--- config.mk ---
export PLATFORM = sky130hd
export DESIGN_NAME = multi_debouncer
export DESIGN_NICKNAME = d
export VERILOG_FILES = /design/src/rtl/multi_debouncer.sv
export SDC_FILE = /design/constraint.sdc
export NUM_CORES = 1
export LEC_CHECK = 0
export BUFFER_PORTS_ARGS = -buffer_cell sky130_fd_sc_hd__clkbuf_2
export CORE_MARGIN = 2
export CORE_UTILIZATION = 57
export CTS_CLUSTER_SIZE = 30
export DETAILED_ROUTE_END_ITERATION = 10
export PLACE_DENSITY = 0.79
export SETUP_SLACK_MARGIN = 0.02
export SLEW_MARGIN = 20
export SYNTH_ARGS = -nofsm -noshare
export SYNTH_HDL_FRONTEND = slang
export SYNTH_SLANG_ARGS = --single-unit
--- constraint.sdc ---
create_clock -name clk -period 3.1 [get_ports clk]
set_input_delay 0.31 -clock clk [delete_from_list [all_inputs] [get_ports clk]]
set_output_delay 0.31 -clock clk [all_outputs]
set_load 0.1 [all_outputs]
--- src/rtl/multi_debouncer.sv ---
// N-channel debouncer: 2-flop synchroniser, symmetric stable-count filter, rise/fall pulses.
// Optional auto-repeat pulses on held channels when DEBOUNCE_REPEAT_EN is defined.
module multi_debouncer #(
  parameter int NUM_CH        = 4,
  parameter int STABLE_CYCLES = 10000,
  parameter int REPEAT_DELAY  = 500000,
  parameter int REPEAT_PERIOD = 100000
) (
  input  logic              clk,
  input  logic              rst,
  input  logic [NUM_CH-1:0] noisy,
  output logic [NUM_CH-1:0] clean,
  output logic [NUM_CH-1:0] rise,
  output logic [NUM_CH-1:0] fall,
  output logic [NUM_CH-1:0] rep
);

  localparam int CW = $clog2(STABLE_CYCLES + 1);
  localparam logic [CW-1:0] CNT_LAST = CW'(STABLE_CYCLES - 1);

  logic [NUM_CH-1:0] s1;
  logic [NUM_CH-1:0] s2;

  always_ff @(posedge clk) begin
    if (rst) begin
      s1 <= '0;
      s2 <= '0;
    end else begin
      s1 <= noisy;
      s2 <= s1;
    end
  end

  for (genvar i = 0; i < NUM_CH; i++) begin : g_ch
    logic [CW-1:0] cnt;
    logic          clean_q;
    logic          rise_q;
    logic          fall_q;
    logic          flip;
    logic          clean_nxt;

    // The counter only advances while the sample disagrees with the clean level,
    // so any agreeing sample restarts the filter window.
    always_comb begin
      flip      = (s2[i] != clean_q) && (cnt == CNT_LAST);
      clean_nxt = flip ? s2[i] : clean_q;
    end

    always_ff @(posedge clk) begin
      if (rst) begin
        cnt     <= '0;
        clean_q <= 1'b0;
        rise_q  <= 1'b0;
        fall_q  <= 1'b0;
      end else begin
        if ((s2[i] == clean_q) || flip) begin
          cnt <= '0;
        end else begin
          cnt <= cnt + CW'(1);
        end
        clean_q <= clean_nxt;
        rise_q  <= flip & s2[i];
        fall_q  <= flip & ~s2[i];
      end
    end

    assign clean[i] = clean_q;
    assign rise[i]  = rise_q;
    assign fall[i]  = fall_q;

`ifdef DEBOUNCE_REPEAT_EN
    localparam int HW = $clog2(REPEAT_DELAY + REPEAT_PERIOD + 1);
    localparam logic [HW-1:0] H_DELAY = HW'(REPEAT_DELAY);
    localparam logic [HW-1:0] H_WRAP  = HW'(REPEAT_DELAY + REPEAT_PERIOD - 1);

    logic [HW-1:0] hold;
    logic [HW-1:0] hold_nxt;
    logic          rep_q;

    // Past the initial delay the counter cycles DELAY..DELAY+PERIOD-1, so it
    // stays bounded no matter how long the button is held.
    always_comb begin
      hold_nxt = '0;
      if (clean_nxt) begin
        hold_nxt = (hold == H_WRAP) ? H_DELAY : hold + HW'(1);
      end
    end

    always_ff @(posedge clk) begin
      if (rst) begin
        hold  <= '0;
        rep_q <= 1'b0;
      end else begin
        hold  <= hold_nxt;
        rep_q <= (hold_nxt == H_DELAY);
      end
    end

    assign rep[i] = rep_q;
`else
    assign rep[i] = 1'b0;
`endif
  end

endmodule

==> results of run 1 <==
-- stage by stage --
step	utilization (%)	power, mW	cells	hold WS (ps)
2_1_floorplan	-	1.05	344	414
3_3_place_gp	58.4	1.05	407	421
5_1_grt	61.5	1.74	422	167
6_report	61.5	1.68	422	179
3_5_place_dp	58.4	1.05	407	432
4_1_cts	61.5	1.70	422	164
-- flip-flops by register name, summed over array words and instances, names as in the netlist --
name,cells
s1,4
g_ch.fall_q,4
g_ch.cnt,56
g_ch.rise_q,4
g_ch.clean_q,4
s2,4
-- kinds of logic after synthesis --
| logic type | after synthesis | synth area share (%) |
|---|---|---|
| simple gates | 168 | 27.8 |
| fa+ha+maj | 4 | 1.58 |
| buf+inv | 36 | 6.91 |
| flops | 76 | 48.0 |
| mux | 4 | 1.26 |
| xor+xnor | 52 | 14.4 |
| other cells | 1 | 0.118 |
-- worst max-delay path, stage by stage (launching register included) --
cell	delay [ps]
dfxtp_1	340
or4_1	500
or4_1	680
nand2_2	270
nor2_1	80
-- area by class of cell --
| type | instances | share of cell area (%) |
|---|---|---|
| well taps | 72 | 2.69 |
| clock inverters | 2 | 0.299 |
| inverters | 10 | 1.12 |
| flip-flops and latches | 76 | 45.5 |
| multi-input cells | 232 | 43.1 |
| clock buffers | 13 | 4.75 |
| repair buffers | 17 | 2.54 |
-- how the worst min path moves through the flow --
stage,start,endpoint,slack [ps],cells after the start
finish,noisy[3],s1[3],180,2
global route,noisy[0],s1[0],170,2
CTS,noisy[0],s1[0],160,2
detailed placement,s1[2],s2[2],430,1
global placement,s1[2],s2[2],420,1
floorplan,s1[0],s2[0],410,1
-- layout by cell type (no fill, tap or decap), drive strengths merged --
cell type  synthesis  layout
nand3             14      14
nor4              10      10
nor4b              8       8
nand2             16      16
or4                5       5
conb               1       4
and3               4       4
clkbuf             2      30
mux2i              4       4
clkinv             0       2
or3b               1       1
xor2              10      10
nor2b              8       8
nor3              14      14
or3                1       1
or4b               5       5
inv               10      10
ha                 4       4
nand4             12      12
dfxtp             76      76
and4               2       2
nor2              68      68
xnor2             42      42
-- metal layers --
layer | share of wire (%) | track usage [%] | up-vias
li1 | - | - | 1132
met1 | 49 | 21.3 | 971
met2 | 46 | 29.5 | 31
met3 | 3.8 | 6.09 | 6
met4 | 1.1 | 7.02 | 0
met5 | 0 | 0 | -
-- where the power goes --
part	switching, mW	internal [mW]
combinational	0.0346	0.00805
clock	0.324	0.328
sequential	0.00489	0.982
-- Yosys cell counts --
master / n
and3_1: 4
and4_1: 2
buf_2: 4
buf_4: 19
buf_6: 1
clkbuf_1: 2
conb_1: 1
dfxtp_1: 76
ha_1: 4
inv_1: 10
mux2i_1: 4
nand2_1: 12
nand2_2: 4
nand3_1: 14
nand4_1: 12
nor2_1: 68
nor2b_1: 8
nor3_1: 14
nor4_1: 10
nor4b_1: 6
nor4b_2: 2
or3_1: 1
or3b_2: 1
or4_1: 5
or4b_1: 5
xnor2_1: 42
xor2_1: 10
==> results.cfg, run 1 <==
[run_status]
status = finished, final reports clean

[sta]
period_share_pct = 64.3
fin_ws_ps = 1110
rsz0062_at_grt = false
hold_violations = 0
finClkSkew_ps = 7.50
slew_viol_final = 0
maxSlewHeadroom_pct = 64.0
fin_crit_ps = 1990
finalSetupViolCount = 0
tightest_slew_ps = 543
fin_tns_setup_ps = 0
fmax_ghz = 0.502

[clocking]
cts_max_level = 3
cts.sinks = 76
hold_buffers = 0
post_cts.repair.setup_buffers = 0
post_cts_resized = 0
clk_latency_ps = 340
cts_max_path_buffers = 2
cts_tree = yes
numCtsBuffers = 9
cts_root_buf = clkbuf_8
clk_pin_slew_ps = 70

[logic_synthesis]
synth_seq_area_share_pct = 48.0
synth_top_cell_by_area = dfxtp_1
syn_area_per_cell_um2 = 9.30
synth_cell_types = 27
ys_warn_count = 0
syn-instance-count = 341
syn_area_mm2 = 0.00317
synth_top_area_share_pct = 48.0
synth_seq_cells = 76
synth.area.top_cells = dfxtp_1 48%, xnor2_1 12%, nor2_1 8.1%

[setup_path]
crit_end = g_ch[1].cnt[5]
rr_endpoint = g_ch[1].cnt[5]
crit_type = reg -> reg
cp-start-kind = flop
r2r_slack_ps = 1110
cp_max_fo = 13
r2r_cells = 4
end_kind = flop
r2r-start = g_ch[1].cnt[6]
required_ps = 3320
critical_path_arrival_ps = 2210
cp-startpoint = g_ch[1].cnt[6]

[grt]
overflow = 0
antenna_found_initial = 0
grt_pass1_wl_um = 8710
grt_max_degree = 25
grt_pass1_vias = 2077
grt_usage_pct = 17.8

[placed_design]
gp_congestion = 0.775
portBuffers = 17
place_ws_ps = 1110
placement.cell_area_mm2 = 0.00318
hpwl_um = 3360

[final_layout]
multiInputGateArea_mm2 = 0.00144
layout-drive-gt1-share_pct = 10.6
diodes = 0
fill_cells = 473
final_area_mm2 = 0.00334
nNetsFinal = 356
area_growth_pct = 5.49
regArea_mm2 = 0.00152

[flow_run]
cap_viol_max_count = 0

[detailed_routing]
drt_iter0_markers = 81
drc = 0
ant_nets = 0
vias = 2140
routed_via_density = 5.07
wl_per_cell_um = 11.7
first_pass_iters = 5
drt-total-wl_um = 4930

[pwr]
pwr_density_cell_mw_per_mm2 = 503
p_leak_nw = 1.08
max-vdd-ir-drop_mv = 0.325

[floorplanning]
row_count = 27
die_x_um = 78.6
die_area_mm2 = 0.00617
initial_core_util_pct = 58.3
die_h_um = 78.6
core_mm2 = 0.00544
pin_count = 22

[hold_path]
min_path_type = in -> reg
Power figures use the tool's default switching activity.
==> run 2: changes to the inputs <==
ABC_AREA = 1   (was default)
PLACE_DENSITY = 0.78   (was 0.79)
clock period = 2.09 ns   (was 3.1 ns; I/O delays follow)
==> results.cfg, run 2 <==
[final_layout]
area_growth_pct = 4.36
nNetsFinal = 550
fin_util_pct = 60.6
finalNonFillerCells = 625
layout_common_cells = 107 x nand2_1, 85 x nor2_1, 76 x dfxtp_1
diodes = 0
largest_register_ffs = 56
layout-drive-gt1-share_pct = 17.8
final_common_cell = nand2_1
regMostFlops = g_ch.cnt

[logic_synthesis]
synth_top_family_by_area = simple AND/OR/NAND/NOR gates
synth_async_sr_flop_share_pct = 0
yosysMostFrequentCell = nand2_1
synth_seq_area_share_pct = 39.0
synthXorXnorAreaFrac_pct = 5.96
synthAdderAreaFrac_pct = 1.28
syn_area_mm2 = 0.00390
syn-instance-count = 535
synth_common_cells = 107 x nand2_1, 85 x nor2_1, 76 x dfxtp_1
synth-simple-area-share_pct = 38.7
synth-edff-count = 0
synth-compound-area-share_pct = 3.65
syn_area_per_cell_um2 = 7.30
synth_seq_cells = 76
ys_warn_count = 0
synth.area.top_cells = dfxtp_1 39%, nand2_1 10%, nor2_1 8.2%
synth_top_area_share_pct = 39.0
yosys_most_used_dff = dfxtp_1
synth_top_cell_by_area = dfxtp_1
synth_cell_types = 31
synth.area.mux_share_pct = 0

[floorplanning]
pin_count = 22
core_mm2 = 0.00672
row_count = 30
die_h_um = 86.8
die_area_mm2 = 0.00753
die_x_um = 86.8
initial_core_util_pct = 58.1

[detailed_routing]
wl_per_cell_um = 11.1
routed_via_density = 5.01
drt_iter0_markers = 100
ant_nets = 0
first_pass_iters = 4
vias = 3132
drc = 0
drt-total-wl_um = 6920

[clocking]
hold_buffers = 0
post_cts.repair.setup_buffers = 0
cts_max_level = 3
clk_pin_slew_ps = 80
cts.sinks = 76
cts_tree = yes
clk_latency_ps = 360
numCtsBuffers = 9
cts_root_buf = clkbuf_8
post_cts_resized = 0
cts_max_path_buffers = 2

[setup_path]
max_stage_delay_ps = 490
cp-start-kind = flop
critical_path.cell_chain = clkbuf_2
r2r-start = g_ch[1].cnt[0]
rr_endpoint = g_ch[1].cnt[5]
crit_type = reg -> out
cp_max_fo = 3
r2r_slack_ps = 620
cp_num_buf_inv = 1
end_kind = output pin
critical_path_arrival_ps = 1260
required_ps = 1880
cpLargestDelayFamily = buffers and inverters
r2r_cells = 6
worst_path_max_delay_cell = clkbuf_2

[grt]
grt_pass1_vias = 2860
grt_max_degree = 14
overflow = 0
grt_pass1_wl_um = 12200
antenna_found_initial = 0
grt_usage_pct = 20.0

[sta]
tightest_slew_ps = 546
fin_tns_setup_ps = 0
finalSetupViolCount = 0
hold_violations = 0
fin_crit_ps = 1470
rsz0062_at_grt = false
period_share_pct = 70.5
holdWs_ps = 72.8
slew_viol_final = 0
finClkSkew_ps = 8.39
maxSlewHeadroom_pct = 63.7
fmax_ghz = 0.679

[hold_path]
hold_start = noisy[2]
min_path_type = in -> reg
holdPathStages = 3
whs_endpoint = s1[2]

[pwr]
p_leak_nw = 1.47
max-vdd-ir-drop_mv = 0.311
fin_total_pwr_mw = 2.56
pwr_density_cell_mw_per_mm2 = 628

[placed_design]
gp_congestion = 0.924
placed_cells = 609
portBuffers = 17
hpwl_um = 5060

[flow_run]
cap_viol_max_count = 0

[run_status]
status = finished, final reports clean
-- run 2: changes by cell type after synthesis, sizes merged, moves of 7 or more --
cell,previous run,this run
nor3,14,7
nand2,16,116
nand3,14,51
nor2,68,120
inv,10,60
nor2b,8,0
nor4,10,0
xnor2,42,11
a21oi,0,23
nor4b,8,0
-- run 2: stage by stage --
step,worst slack [ps],instance area [um^2]
after floorplan,778,3920
after global placement,681,3900
after detailed placement,606,3900
after CTS,598,4070
after global routing,455,4070
final,617,4070
-- run 2: kinds of logic after synthesis --
| kind of cell | after synthesis |
|---|---|
| DFF | 76 |
| AOI/OAI and AO/OA | 24 |
| buffers and inverters | 89 |
| adders and majority gates | 4 |
| and+or+nand+nor | 317 |
| other | 1 |
| xor gates and xnor gates | 24 |
-- run 2: area by class of cell --
type / count / area, um^2
clock buffer: 10 / 138
clock inverter: 6 / 40.0
fill: 610 / 2650
inverter: 63 / 238
multi-input combinational: 373 / 1950
sequential: 76 / 1520
tap: 80 / 100
timing repair buffer: 17 / 85.1
-- run 2: worst max-delay path by stage --
stage                     from              to  slack [ps]  cells past startpoint
2_1_floorplan   g_ch[3].cnt[0]  g_ch[3].cnt[6]         780                      7
3_3_place_gp    g_ch[1].cnt[0]  g_ch[1].cnt[5]         680                      6
3_5_place_dp    g_ch[1].cnt[0]  g_ch[1].cnt[2]         610                      6
4_1_cts         g_ch[1].cnt[0]  g_ch[1].cnt[5]         600                      6
5_1_grt         g_ch[1].cnt[0]  g_ch[1].cnt[0]         460                      6
6_report       g_ch[0].clean_q        clean[0]         620                      1
-- run 2: metal layers --
metal / share of wire, % / vias up / wire, um / global-route usage (%)
met1: 46 / 1407 / 3210 / 24.5
met2: 49 / 56 / 3360 / 34.0
met5: 0 / - / 0 / 0
met3: 3.2 / 12 / 222 / 3.81
li1: - / 1657 / - / -
met4: 1.9 / 0 / 131 / 9.38
-- run 2: where the power goes --
group	switching [mW]	total (mW)	internal [mW]
sequential	0.00641	1.46	1.46
clock	0.562	1.02	0.458
combinational	0.0643	0.0775	0.0133
total	0.632	2.56	1.93
